## config.mk

```make
export PLATFORM = sky130hd
export DESIGN_NAME = summer_arb
export DESIGN_NICKNAME = d
export VERILOG_FILES = /design/src/rtl/summer_pkg.sv /design/src/rtl/summer.sv /design/src/rtl/summer_arb.sv
export SDC_FILE = /design/constraint.sdc
export NUM_CORES = 1
export LEC_CHECK = 0
export CAP_MARGIN = 20
export CORE_MARGIN = 2
export CORE_UTILIZATION = 50
export CTS_CLUSTER_DIAMETER = 60
export DETAILED_ROUTE_END_ITERATION = 12
export PLACE_DENSITY_LB_ADDON = 0.25
export SYNTH_ARGS = -nofsm -noshare
export SYNTH_HDL_FRONTEND = slang
export SYNTH_HIERARCHICAL = 1
export SYNTH_SLANG_ARGS = --single-unit
```

## constraint.sdc

```tcl
create_clock -name clk -period 8.15 [get_ports clk]
set_input_delay 2.0375 -clock clk [delete_from_list [all_inputs] [get_ports clk]]
set_output_delay 2.0375 -clock clk [all_outputs]
set_load 0.005 [all_outputs]
```

## src/rtl/summer_pkg.sv

```systemverilog
// Shared types and the round-robin pick helper for the summer arbiter.
// Supports up to MAX_REQ requesters; callers zero-extend their masks.
package summer_pkg;

    localparam int MAX_REQ = 32;

    typedef enum logic {ARB_IDLE, ARB_LOCKED} arb_state_t;

    typedef struct packed {
        logic       found;
        logic [4:0] idx;
    } rr_pick_t;

    // Scan downwards so the candidate closest to ptr is the last one written.
    function automatic rr_pick_t rr_pick(input logic [MAX_REQ-1:0] cand,
                                         input logic [5:0] n,
                                         input logic [5:0] ptr);
        rr_pick_t   res;
        logic [5:0] idx;
        res = '0;
        for (int k = MAX_REQ - 1; k >= 0; k--) begin
            idx = ptr + 6'(k);
            if (idx >= n) idx = idx - n;
            if ((6'(k) < n) && cand[idx[4:0]]) begin
                res.found = 1'b1;
                res.idx   = idx[4:0];
            end
        end
        return res;
    endfunction

endpackage

```

## src/rtl/summer.sv

```systemverilog
// Registered adder: each valid beat is summed with the previous accepted beat.
// The previous value persists across idle cycles and clears only on reset.
module summer #(
    parameter int DATA_W = 4
) (
    input  logic              clk,
    input  logic              rst,
    input  logic              in_valid,
    input  logic [DATA_W-1:0] in_data,
    output logic              out_valid,
    output logic [DATA_W-1:0] out_data
);

    logic [DATA_W-1:0] prev;

    always_ff @(posedge clk or negedge rst) begin
        if (!rst) begin
            prev      <= '0;
            out_valid <= 1'b0;
            out_data  <= '0;
        end else if (in_valid) begin
            prev      <= in_data;
            out_valid <= 1'b1;
            out_data  <= in_data + prev;
        end else begin
            out_valid <= 1'b0;
            out_data  <= '0;
        end
    end

endmodule

```

## src/rtl/summer_arb.sv

```systemverilog
// Round-robin arbiter that shares one summer among N_REQ packet requesters.
// A winner holds the datapath until its last beat; grants are zero-bubble.
module summer_arb
    import summer_pkg::*;
#(
    parameter int N_REQ  = 4,
    parameter int DATA_W = 4,
    parameter int ID_W   = $clog2(N_REQ)
) (
    input  logic                    clk,
    input  logic                    rst,
    input  logic [N_REQ-1:0]        req_valid,
    input  logic [N_REQ-1:0]        req_last,
    input  logic [N_REQ*DATA_W-1:0] req_data,
    input  logic [N_REQ-1:0]        req_enable,
    output logic [N_REQ-1:0]        req_ready,
    output logic                    out_valid,
    output logic [DATA_W-1:0]       out_data,
    output logic [ID_W-1:0]         out_id,
    output logic                    out_first,
    output logic                    busy
);

    arb_state_t        state;
    logic [ID_W-1:0]   ptr;
    logic [ID_W-1:0]   owner;
    logic [ID_W-1:0]   sel;
    logic [ID_W-1:0]   sel_next;
    logic              accept;
    logic              sel_last;
    logic [DATA_W-1:0] sel_data;
    rr_pick_t          pick;

    always_comb pick = rr_pick(MAX_REQ'(req_valid & req_enable), 6'(N_REQ), 6'(ptr));

    // Ready is forced low while reset is held so nothing is accepted.
    always_comb begin
        req_ready = '0;
        accept    = 1'b0;
        sel       = owner;
        if (rst) begin
            if (state == ARB_IDLE) begin
                sel    = pick.idx[ID_W-1:0];
                accept = pick.found && (6'(pick.idx) < 6'(N_REQ));
            end else begin
                accept = req_valid[owner];
            end
            req_ready[sel] = accept;
        end
    end

    assign sel_data = req_data[sel*DATA_W +: DATA_W];
    assign sel_last = req_last[sel];
    assign sel_next = (sel == ID_W'(N_REQ - 1)) ? '0 : sel + 1'b1;

    always_ff @(posedge clk or negedge rst) begin
        if (!rst) begin
            state     <= ARB_IDLE;
            ptr       <= '0;
            owner     <= '0;
            busy      <= 1'b0;
            out_id    <= '0;
            out_first <= 1'b0;
        end else begin
            out_id    <= accept ? sel : '0;
            out_first <= accept && (state == ARB_IDLE);
            if (accept) begin
                if (sel_last) begin
                    state <= ARB_IDLE;
                    busy  <= 1'b0;
                    ptr   <= sel_next;
                end else begin
                    state <= ARB_LOCKED;
                    busy  <= 1'b1;
                    owner <= sel;
                end
            end
        end
    end

    summer #(.DATA_W(DATA_W)) u_summer (
        .clk      (clk),
        .rst      (rst),
        .in_valid (accept),
        .in_data  (sel_data),
        .out_valid(out_valid),
        .out_data (out_data)
    );

endmodule
```

# After elaboration in Yosys (flattened, before gate mapping)
# Index checks and enable logic that the tools add are counted.
[word_totals]
elab_cells = 75
reg_bits = 17
input_bits = 30
output_inout_bits = 13
[op_classes]
n_eq_ne = 1
bitwise_logic = 4
n_shift = 1
n_addsub = 9
mux = 34
reduce_logical = 5
order_cmp = 13
[ops]
columns = ["op", "n"]
rows = [
  ["less-than comparator 5 x 6 -> 1 bit (second input constant)", 4],
  ["two-way mux 6 bit", 4],
  ["binary-select mux 1 bit (select 5 bit)", 4],
  ["two-way mux 5 bit", 4],
  ["indexed part select 16 x 5 -> 4 bit", 1],
  ["two-way mux 1 bit", 12],
  ["subtractor 3 x 3 -> 4 bit (second input constant)", 3],
  ["two-way mux 2 bit", 5],
  [">= comparator 3 bit (second input constant)", 3],
  ["less-than comparator 2 x 3 -> 1 bit (second input constant)", 3],
  ["bitwise AND 4 bit", 2],
  ["two-way mux 4 bit", 2],
  ["adder 2 x 2 -> 3 bit (second input constant)", 2],
  ["less-than comparator 5 x 3 -> 1 bit (second input constant)", 1],
  ["adder 4 bit", 1],
  ["binary-select mux 1 bit (select 2 bit)", 2],
  ["AND reduction 2 bit", 2],
  ["subtractor 2 x 3 -> 4 bit (second input constant)", 1],
  ["adder 2 x 1 -> 3 bit (second input constant)", 1],
  [">= comparator 2 x 3 -> 1 bit (second input constant)", 1],
  ["logical AND 1 bit", 3],
  ["adder 2 x 1 -> 2 bit (second input constant)", 1],
  ["demux 1 bit (select 2 bit)", 1],
  ["== test 2 bit (second input constant)", 1],
  ["other kinds (2)", 3],
]

# Longest topological paths before layout
# Gate-level depths: netlist of run 1.
[depth]
ltp_word = 17
mapped_depth = 14
depth_no_buf = 13

# Hierarchy
# The synthesis of run 1 kept the hierarchy.
[by_module_without_submodules]
columns = ["module", "area_each_um2", "instances", "cells_per_inst", "seq_area_each_um2"]
rows = [
  ["summer_arb", 1036.0, 1, 108, 200.2],
  ["summer", 401.6, 1, 29, 225.2],
]

# Worst setup path after synthesis of run 1
# Ideal clock, no wire load.
[synth_timing]
path_kind = "input to output"
from = "input port req_valid[1]"
to = "output port req_ready[1]"
path_buffers = 0
t_arrival_ns = 3.530
path_slack_ns = 2.583
t_required_ns = 6.113
stages = 5
path_cell_list = "and2_1 mux4_2 o41ai_4 nand2_1 nor2_1"
[synth_between]
elab_chain_len = 15
elab_cells_between_ends = 28
cone_classes = "3 x order compare; 21 x mux; 2 x bitwise; 2 x reduce/logical"
[synth_lines]
columns = ["element", "line", "source"]
rows = [
  ["start, declared", "summer_arb.sv:12", "input logic [N_REQ-1:0] req_valid,"],
  ["bitwise AND 4 bit", "summer_arb.sv:34", "always_comb pick = rr_pick(MAX_REQ'(req_valid & req_enable), 6'(N_REQ), 6'(ptr));"],
  ["binary-select mux 1 bit (select 5 bit)", "summer_pkg.sv:24", "if ((6'(k) < n) && cand[idx[4:0]]) begin"],
  ["two-way mux 1 bit (implied by the code)", "summer_pkg.sv:24", ""],
  ["two-way mux 6 bit (4 in a row)", "summer_pkg.sv:24", ""],
  ["two-way mux 2 bit", "summer_arb.sv:42", "if (state == ARB_IDLE) begin"],
  ["two-way mux 2 bit", "summer_arb.sv:41", "if (rst) begin"],
  ["less-than comparator 2 x 3 -> 1 bit (implied by the code) or >= comparator 2 x 1 -> 1 bit (tied branches)", "summer_arb.sv:48", "req_ready[sel] = accept;"],
  ["logical AND 1 bit (implied by the code)", "summer_arb.sv:48", ""],
  ["two-way mux 1 bit (implied by the code)", "summer_arb.sv:48", ""],
  ["demux 1 bit (select 2 bit)", "summer_arb.sv:48", ""],
  ["bitwise AND 4 bit (no source line) (*)", "-", ""],
  ["two-way mux 4 bit (*)", "summer_arb.sv:41", ""],
  ["end, declared", "summer_arb.sv:16", "output logic [N_REQ-1:0] req_ready,"],
]
# Every way passes the cells marked *; elsewhere a longest branch is shown, timed or not. The select of a mux whose other input is x is not followed.

# Final worst setup path of run 1
[layout_timing]
from = "input port req_valid[0]"
to = "output port req_ready[1]"
# The elaborated chain is that of the path after synthesis.

==> flow_metrics.py, run 1 <==
metrics = {
    "global_route": {
        "globalRouteMet1Util_pct": 22.4,
        "antenna_found_initial": 0,
        "grt_use_met3_pct": 5.58,
        "grt_overflow": 0,
        "busiest_layer": "met2",
        "grt_pass1_wl_mm": 5.26,
        "first_global_vias": 1222,
        "gr-usage-met2_pct": 38.3,
        "grt_max_degree": 22,
        "grt_usage_pct": 20.5,
    },
    "timing": {
        "max_freq_mhz": 138,
        "fin_tns_setup_ns": 0,
        "fin_crit_ns": 7.23,
        "rsz0062_at_grt": "no",
        "worst_slack_ns": 0.923,
        "tightest_slew_ns": 1.05,
        "period_share_pct": 88.7,
        "relSlewSlack_pct": 29.5,
        "slew_violations": 0,
        "hold_viol_final": 0,
        "fin_skew_ns": 0.00388,
        "setup-violations-final": 0,
    },
    "setup_path": {
        "worstSetupPathType": "primary input to primary output",
        "slowest_delay_ns": 0.85,
        "crit_path_max_fanout": 15,
        "crit_chain": "clkdlybuf4s50_1 -> and2_1 -> mux2_4 -> a22oi_1 -> a21oi_2 -> o41ai_4 -> nand2_1 -> nor2_1 -> clkdlybuf4s50_1",
        "end_kind": "primary output",
        "crit_arrival_ns": 5.19,
        "cp_common_cell": "clkdlybuf4s50_1",
        "worstSetupStartpointType": "primary input",
        "cp.required_ns": 6.11,
        "critPathSlowestCell": "o41ai_4",
    },
    "route": {
        "drt_iter0_drc": 47,
        "post_drt_wl_per_cell_um": 15.5,
        "dr.pass1.iters": 4,
        "drc": 0,
        "vias": 1233,
        "detail-route-antenna-nets": 0,
        "drt-total-wl_mm": 3.26,
        "vias_per_cell": 5.84,
    },
    "floorplan": {
        "dieHeight_um": 57.6,
        "rows": 19,
        "num_io_pins": 43,
        "core_mm2": 0.00273,
        "die_area_mm2": 0.00332,
        "die-width_um": 57.6,
        "start_util_pct": 52.6,
    },
    "synthesis": {
        "synth_warnings": 6,
        "synthArstFlopShare_pct": 100,
        "syn_area_mm2": 0.00144,
        "synth.distinct_cells": 43,
        "syn_inst": 137,
        "ys.flop_type": "dfrtp_1",
        "synth_seq_area_share_pct": 29.6,
        "synth_edf_count": 0,
        "synth_seq_cells": 17,
        "syn_avg_cell_area_um2": 10.5,
        "postSynthNetCount": 177,
    },
    "clocking": {
        "clock-sinks": 17,
        "post_cts_buffers": 0,
        "path_clk_slew_ns": 0.10,
        "root_buffer": "clkbuf_4",
        "cts_tree": "done",
        "hold_buffers": 0,
        "h-tree-depth": 1,
        "numCtsBuffers": 3,
        "clk_latency_ns": 0.29,
        "ctsResizeCount": 0,
        "cts_buffer_depth": 2,
    },
    "final_layout": {
        "final_cell_area_mm2": 0.00190,
        "areaGrowthSynthToFinish_pct": 32.1,
        "n_antenna_cell": 0,
        "drive_gt1_share_pct": 15.6,
        "fin_nets": 221,
    },
    "pwr": {
        "p_per_area_mw_per_mm2": 322,
        "leakage_uw": 0.000813,
        "ir_drop_mv": 0.221,
    },
    "job": {
        "maxCapViolCount": 0,
    },
    "place": {
        "place.gp.congestion": 0.801,
        "io_buffers": 42,
        "placed_area_mm2": 0.00187,
        "dpl.hpwl_mm": 2.59,
        "post-place-ws_ns": 0.930,
    },
    "outcome": {
        "status": "completed",
    },
    "min_path": {
        "min_path_type": "register to register",
    },
}
per-stage QoR:
| step | std cells | hold WS, ns | util [%] | total power (uW) |
|---|---|---|---|---|
| final | 211 | 0.523 | 69.5 | 612 |
| after global routing | 211 | 0.554 | 69.5 | 659 |
| after CTS | 211 | 0.526 | 69.5 | 614 |
| after floorplan | 137 | 0.483 | - | 453 |
| after global placement | 207 | 0.496 | 68.5 | 546 |
| after detailed placement | 207 | 0.514 | 68.5 | 569 |
per-layer routing:
metal | wire [um] | part of all wire, %
met5 | 0 | 0
met4 | 46 | 1.4
met3 | 233 | 7.1
met2 | 1660 | 51
met1 | 1320 | 40
worst max-delay path, delay by kind of cell:
kind	cells	cell delay [ns]
AND/OR/NAND/NOR	3	0.62
multiplexers	1	0.30
buffers and inverters	2	0.95
AO/OA/AOI/OAI	3	1.27
flip-flops by register name, summed over array words and instances, names as in the netlist:
name	count
busy	1
out_first	1
out_id	2
owner	2
ptr	2
u_summer/out_data	4
u_summer/out_valid	1
u_summer/prev	4
final timing paths:
path                               from                   end  slack [ns]  cells past startpoint
max                        req_valid[0]          req_ready[1]        0.92                      9
min                                busy             out_first        0.52                      1
max reg2reg                      ptr[0]  u_summer/out_data[2]        3.93                     13
min reg2reg                        busy             out_first        0.52                      1
max in group asynchronous           rst                ptr[1]        5.84                      2
min in group asynchronous           rst             out_first        2.09                      2
cell families after synthesis:
kind of cell             share of synthesized area [%]
XOR/XNOR                                          1.22
AND/OR/NAND/NOR                                   13.9
adder cells (fa/ha/maj)                           9.23
multiplexers                                      21.3
AO/OA/AOI/OAI                                     19.9
flip-flops                                        29.6
buffers and inverters                             4.79
cells in the mapped netlist, drive strengths merged (5+ instances only):
cell type	n	area share [%]
a21oi	11	4.4
and2	7	3.0
dfrtp	17	30
ha	9	7.8
inv	8	2.6
mux2	11	8.9
mux2i	10	7.7
nand2	8	2.1
nand3	5	1.7
nor2	15	3.9
report_power, final:
group	switching (uW)	internal [uW]
Combinational	209	206
Clock	25.4	19.0
Sequential	35.6	117
layout make-up:
cell class | instances | area [um^2]
Sequential cell | 17 | 425
Clock buffer | 4 | 26.3
Fill cell | 215 | 835
Inverter | 8 | 37.5
Timing Repair Buffer | 43 | 428
Multi-Input combinational cell | 108 | 943
Tap cell | 31 | 38.8
layout by cell type (no fill, tap or decap), drive strengths merged:
cell type and n:
ha 9, o311a 1, a211oi 1, nor3 1
mux4 3, and2 7, nor2 15, dfrtp 17
fa 1, mux2i 10, xnor2 1, clkbuf 4
o21ai 3, a31o 1, a211o 1, and3 1
a22o 2, o22ai 1, nand2 8, a21oi 11
nand3b 1, clkdlybuf4s50 42, nand2b 1, nand3 5
a22oi 1, mux2 11, buf 1, o32ai 1
xor2 1, o31ai 1, nor2b 2, a21boi 1
inv 8, a221oi 1, a21o 3, o41ai 2
(Power assumes the default switching activity.)
==> run 2: changes to the inputs <==
--- a/config.mk
+++ b/config.mk
@@ -5,8 +5,8 @@
 export SDC_FILE = /design/constraint.sdc
 export NUM_CORES = 1
 export LEC_CHECK = 0
+export ABC_AREA = 1
 export CAP_MARGIN = 20
-export CORE_MARGIN = 2
 export CORE_UTILIZATION = 50
 export CTS_CLUSTER_DIAMETER = 60
 export DETAILED_ROUTE_END_ITERATION = 12
==> constraint.sdc (replaced) <==
create_clock -name clk -period 8.15 [get_ports clk]
set_input_delay 0.815 -clock clk [delete_from_list [all_inputs] [get_ports clk]]
set_output_delay 0.815 -clock clk [all_outputs]
set_load 0.005 [all_outputs]
==> run 2 against run 1 <==
Compared with the run above:
- power is 20% higher
- register-to-register slack improved by 0.71 ns
- routed wire length down 6.6%
- worst setup slack improved by 3.4 ns
- final cell count grew 27%
- first-iteration DRC count fell by 32%
- synthesized cell count up 39%
- worst hold slack about the same
- flip-flop and latch count unchanged
- largest power group unchanged
==> flow_metrics.py, run 2 <==
metrics = {
    "global_route": {
        "grt_usage_pct": 21.9,
        "antenna_found_initial": 0,
        "grt_pass1_wl_mm": 5.35,
        "grt_max_degree": 25,
        "first_global_vias": 1234,
        "grt_overflow": 0,
    },
    "clocking": {
        "numCtsBuffers": 3,
        "clock-sinks": 17,
        "hold_buffers": 0,
        "cts_tree": "done",
        "cts_buffer_depth": 2,
        "path_clk_slew_ns": 0.10,
        "h-tree-depth": 1,
        "clk_latency_ns": 0.30,
        "root_buffer": "clkbuf_4",
        "ctsResizeCount": 0,
        "post_cts_buffers": 0,
    },
    "timing": {
        "hold_viol_final": 0,
        "tightest_slew_ns": 0.430,
        "setup-violations-final": 0,
        "relSlewSlack_pct": 71.3,
        "fin_crit_ns": 3.83,
        "fin_tns_setup_ns": 0,
        "max_freq_mhz": 261,
        "period_share_pct": 47.0,
        "slew_violations": 0,
        "fin_skew_ns": 0.00572,
        "hold_slack_ns": 0.523,
        "rsz0062_at_grt": "no",
    },
    "route": {
        "dr.pass1.iters": 4,
        "drc": 0,
        "detail-route-antenna-nets": 0,
        "drt-total-wl_mm": 3.05,
        "vias": 1367,
        "vias_per_cell": 5.12,
        "post_drt_wl_per_cell_um": 11.4,
        "drt_iter0_drc": 32,
    },
    "pwr": {
        "p_switching_uw": 367,
        "clockPowerShare_pct": 6.2,
        "swShare_pct": 50.1,
        "internal-power_uw": 365,
        "ir_drop_mv": 0.250,
        "power_frac_seq_pct": 21.0,
        "p_per_area_mw_per_mm2": 379,
        "total_power_uw": 732,
        "combPwrFrac_pct": 72.8,
        "leakage_uw": 0.000931,
    },
    "synthesis": {
        "syn_avg_cell_area_um2": 7.55,
        "yosysTopAreaCell": "dfrtp_1",
        "syn_inst": 191,
        "synth_seq_cells": 17,
        "synth_top_area_share_pct": 29.5,
        "synth.distinct_cells": 25,
        "synth_most_common_cell": "nand2_1",
        "synth_seq_area_share_pct": 29.5,
        "synth_area_leaders": "dfrtp_1 29%, nand2_1 11%, nand3_1 8.3%",
        "syn_area_mm2": 0.00144,
        "postSynthNetCount": 231,
        "synth_edf_count": 0,
        "synthArstFlopShare_pct": 100,
        "ys.flop_type": "dfrtp_1",
        "synth_commonest_cells": "41 x nand2_1, 24 x nand3_1, 22 x nor2_1, 18 x inv_1, 17 x dfrtp_1",
        "synth_warnings": 6,
    },
    "floorplan": {
        "die_area_mm2": 0.00310,
        "num_io_pins": 43,
        "dieHeight_um": 55.7,
        "die-width_um": 55.7,
        "start_util_pct": 52.8,
        "core_mm2": 0.00273,
        "rows": 19,
    },
    "final_layout": {
        "n_antenna_cell": 0,
        "areaGrowthSynthToFinish_pct": 34.0,
        "layout_commonest_cell": "clkdlybuf4s50_1",
        "stdcell_count": 267,
        "fin_nets": 277,
        "drive_gt1_share_pct": 14.8,
        "reg_top3": "u_summer/out_data (4), u_summer/prev (4)",
        "mostFrequentLayoutCells": "42 x clkdlybuf4s50_1, 41 x nand2_1, 24 x nand3_1",
    },
    "job": {
        "maxCapViolCount": 0,
    },
    "place": {
        "place.gp.congestion": 0.864,
        "io_buffers": 42,
        "dpl.cell_count": 262,
        "dpl.hpwl_mm": 2.52,
    },
    "setup_path": {
        "crit_path_max_fanout": 10,
        "worstSetupPathType": "register to primary output",
        "cp.required_ns": 7.34,
        "end_kind": "primary output",
        "crit_arrival_ns": 3.02,
        "worstSetupStartpointType": "register",
    },
    "outcome": {
        "status": "completed",
    },
    "min_path": {
        "min_path_type": "register to register",
    },
}
[run 2: logic make-up after synthesis]
group           Yosys count  share of synthesized area, %
simple gates            112                          40.8
mux                       3                          2.34
buf+inv                  24                          8.24
flops                    17                          29.5
compound gates           25                          9.97
fa+ha+maj                10                          9.19
[run 2: layout make-up]
class,instances,area [um^2]
fill,215,801
tap,31,38.8
sequential,17,425
inverter,22,96.3
multi-input combinational,150,898
clock buffer,4,26.3
timing repair buffer,43,448
[run 2: path summary, 6_finish.rpt]
kind | slack (ns) | to | start | depth (start not counted)
setup reg to reg | 4.64 | u_summer/out_data[2] | ptr[0] | 19
min in group asynchronous | 0.71 | out_id[0] | rst | 1
hold / removal | 0.52 | u_summer/prev[2] | u_summer/prev[2] | 1
hold reg to reg | 0.52 | u_summer/prev[2] | u_summer/prev[2] | 1
max in group asynchronous | 7.08 | u_summer/prev[3] | rst | 2
setup / recovery | 4.32 | req_ready[1] | ptr[0] | 15
[run 2: power groups by stage]
stage	Combinational, uW	Clock [uW]	Sequential [uW]
after floorplan	403	0	149
after global placement	523	0	155
after detailed placement	531	0	156
after CTS	533	47.4	154
after global routing	612	50.1	159
final	533	45.6	154
[run 2: critical path: stages, from the launching register on]
cell and delay [ns]:
dfrtp_1 0.57, inv_2 0.18, ha_1 0.38, inv_1 0.09
nand3_1 0.13, nand3_4 0.11, nand2_1 0.08, nand2_1 0.06
inv_1 0.06, nand2_1 0.06, nand3_2 0.08, nand2_1 0.08
nor2_1 0.17, inv_1 0.07, nor2_1 0.08, clkdlybuf4s50_1 0.50
[run 2: per-stage QoR]
stage	utilization [%]	setup WS (ns)	area [um^2]
after detailed placement	68.7	4.07	1880
after CTS	69.7	4.06	1910
after floorplan	-	5.22	1440
after global placement	68.7	4.12	1880
after global routing	70.7	4.05	1930
final	70.7	4.32	1930
[run 2: routing by layer]
metal | wire length (um) | vias up | GRT usage (%)
li1 | - | 723 | -
met1 | 1560 | 614 | 31.7
met2 | 1350 | 25 | 32.2
met3 | 89 | 5 | 4.19
met4 | 44 | 0 | 8.57
met5 | 0 | - | 0
==> run 3: changes to the inputs <==
--- a/config.mk
+++ b/config.mk
@@ -7,7 +7,7 @@
 export LEC_CHECK = 0
 export ABC_AREA = 1
 export CAP_MARGIN = 20
-export CORE_UTILIZATION = 50
+export CORE_UTILIZATION = 43
 export CTS_CLUSTER_DIAMETER = 60
 export DETAILED_ROUTE_END_ITERATION = 12
 export PLACE_DENSITY_LB_ADDON = 0.25
==> constraint.sdc (replaced) <==
create_clock -name clk -period 3.3 [get_ports clk]
set_input_delay 0.33 -clock clk [delete_from_list [all_inputs] [get_ports clk]]
set_output_delay 0.33 -clock clk [all_outputs]
set_load 0.005 [all_outputs]
==> run 3 against run 2 <==
Compared with the run above:
- first-iteration DRC count grew 97%
- clock power grew to 2.7 times the previous value
- register-to-register slack worse by 4.4 ns
- largest power group unchanged
- largest cell class unchanged
- sequential power is 130% higher
- clock skew is 0.0027 ns higher
- critical path type is now register to register
==> flow_metrics.py, run 3 (synthesis results as in run 2) <==
metrics = {
    "outcome": {
        "status": "completed",
    },
    "route": {
        "met2_wirelength_mm": 1.42,
        "drt_iter0_drc": 63,
        "drc": 0,
        "highest_layer": "met4",
        "post_drt_wl_per_cell_um": 11.6,
        "dr.pass1.iters": 4,
        "detail-route-antenna-nets": 0,
        "vias_per_cell": 5.10,
        "wl_met1_mm": 1.58,
        "wl_met3_um": 291,
        "vias": 1460,
        "drt-total-wl_mm": 3.32,
    },
    "clocking": {
        "path_clk_slew_ns": 0.12,
        "cts_buffer_depth": 2,
        "h-tree-depth": 1,
        "numCtsBuffers": 3,
        "clk_latency_ns": 0.31,
        "post_cts_buffers": 0,
        "cts_tree": "done",
        "root_buffer": "clkbuf_4",
        "clock-sinks": 17,
        "hold_buffers": 0,
    },
    "global_route": {
        "grt_max_degree": 19,
        "grt_overflow": 0,
        "grt_usage_pct": 20.1,
        "first_global_vias": 1277,
        "grt_pass1_wl_mm": 5.52,
        "antenna_found_initial": 0,
    },
    "final_layout": {
        "reg_top3": "u_summer/out_data (4), u_summer/prev (4)",
        "drive_gt1_share_pct": 18.2,
        "fin_nets": 283,
        "mostFrequentLayoutCells": "42 x clkdlybuf4s50_1, 41 x nand2_1, 24 x nand3_1",
        "multi_input_area_um2": 910,
        "fill_cells": 269,
        "layout_commonest_cell": "clkdlybuf4s50_1",
        "stdcell_count": 286,
        "areaGrowthSynthToFinish_pct": 37.7,
        "n_antenna_cell": 0,
        "seqCellArea_um2": 425,
    },
    "floorplan": {
        "dieHeight_um": 59.9,
        "rows": 20,
        "die_area_mm2": 0.00359,
        "core_mm2": 0.00313,
        "num_io_pins": 43,
        "start_util_pct": 46.1,
        "die-width_um": 59.9,
    },
    "setup_path": {
        "crit_path_max_fanout": 9,
        "cp.required_ns": 3.50,
        "end_kind": "register",
        "critPathSlowestCell": "dfrtp_1",
        "crit_arrival_ns": 3.30,
        "slowest_delay_ns": 0.40,
        "worstSetupPathType": "register to register",
        "crit_chain": "inv_1 -> ha_1 -> inv_2 -> nand3_1 -> nand3_4 -> nand2_1 -> nand2_1 -> inv_1 -> nand2_1 -> nand3_2 -> nand3_2 -> nand2_4 -> inv_1 -> o21ai_0 -> o22ai_1 -> ha_1 -> fa_1 -> o21ai_0 -> a21oi_1",
        "worstSetupStartpointType": "register",
    },
    "timing": {
        "hold_viol_final": 0,
        "fin_skew_ns": 0.00841,
        "slew_violations": 0,
        "tightest_slew_ns": 0.332,
        "period_share_pct": 94.0,
        "setup-violations-final": 0,
        "relSlewSlack_pct": 77.8,
        "hold_slack_ns": 0.271,
        "max_freq_mhz": 322,
        "fin_crit_ns": 3.10,
        "worst_slack_ns": 0.197,
    },
    "place": {
        "dpl.hpwl_mm": 2.66,
        "dpl.cell_count": 282,
        "post-place-ws_ns": 0.0684,
        "io_buffers": 42,
        "place.gp.congestion": 0.928,
    },
    "pwr": {
        "total_power_uw": 1890,
        "leakage_uw": 0.000958,
        "p_per_area_mw_per_mm2": 953,
        "ir_drop_mv": 0.402,
    },
    "min_path": {
        "min_path_type": "primary input to asynchronous set/reset pin",
    },
    "job": {
        "maxCapViolCount": 0,
    },
}
## run 3: critical path, delay by kind of cell, from the launching register on
kind | cells | cell delay [ns]
compound gates | 4 | 0.49
flops | 1 | 0.40
simple gates | 8 | 0.77
fa+ha+maj | 3 | 1.02
buf+inv | 4 | 0.31
## run 3: power by group
group / switching [uW] / leakage (uW) / internal [uW]
Sequential: 60.1 / 0.000217 / 297
Clock: 77.1 / 0.0000177 / 45.2
Combinational: 809 / 0.000723 / 606
Total: 946 / 0.000958 / 947
## run 3: worst paths after layout
| check | cells past startpoint | end | startpoint | slack, ns |
|---|---|---|---|---|
| setup / recovery | 19 | u_summer/out_data[2] | ptr[1] | 0.20 |
| hold / removal | 1 | ptr[0] | rst | 0.27 |
| setup reg to reg | 19 | u_summer/out_data[2] | ptr[1] | 0.20 |
| hold reg to reg | 1 | u_summer/prev[0] | u_summer/prev[0] | 0.53 |
| max in group asynchronous | 2 | u_summer/out_data[3] | rst | 2.55 |
| min in group clk | 1 | u_summer/prev[0] | u_summer/prev[0] | 0.53 |
## run 3: per-stage QoR
step / instance area, um^2 / TNS, ns / util, %
2_1_floorplan: 1440 / 0 / -
3_5_place_dp: 1950 / 0 / 62.3
6_report: 1990 / 0 / 63.5
3_3_place_gp: 1950 / 0 / 62.3
5_1_grt: 1990 / -0.0187 / 63.5
4_1_cts: 1980 / 0 / 63.2
## run 3: area by class of cell
class,instances,share of cell area [%]
Clock buffer,3,1.13
Clock inverter,1,0.252
Inverter,22,4.85
Multi-Input combinational cell,150,45.8
Sequential cell,17,21.4
Tap cell,44,2.77
Timing Repair Buffer,49,23.8
## run 3: routing by layer
| metal | vias up | GRT usage, % |
|---|---|---|
| li1 | 742 | - |
| met4 | 0 | 3.99 |
| met5 | - | 0 |
| met3 | 3 | 2.60 |
| met2 | 70 | 30.3 |
| met1 | 645 | 30.6 |
## run 3: repair_timing
action / 4_1_cts / 5_1_grt
resized for setup: 0 / 3
endpoints found under the hold margin: 0 / 0
setup endpoints to repair: 0 / 3
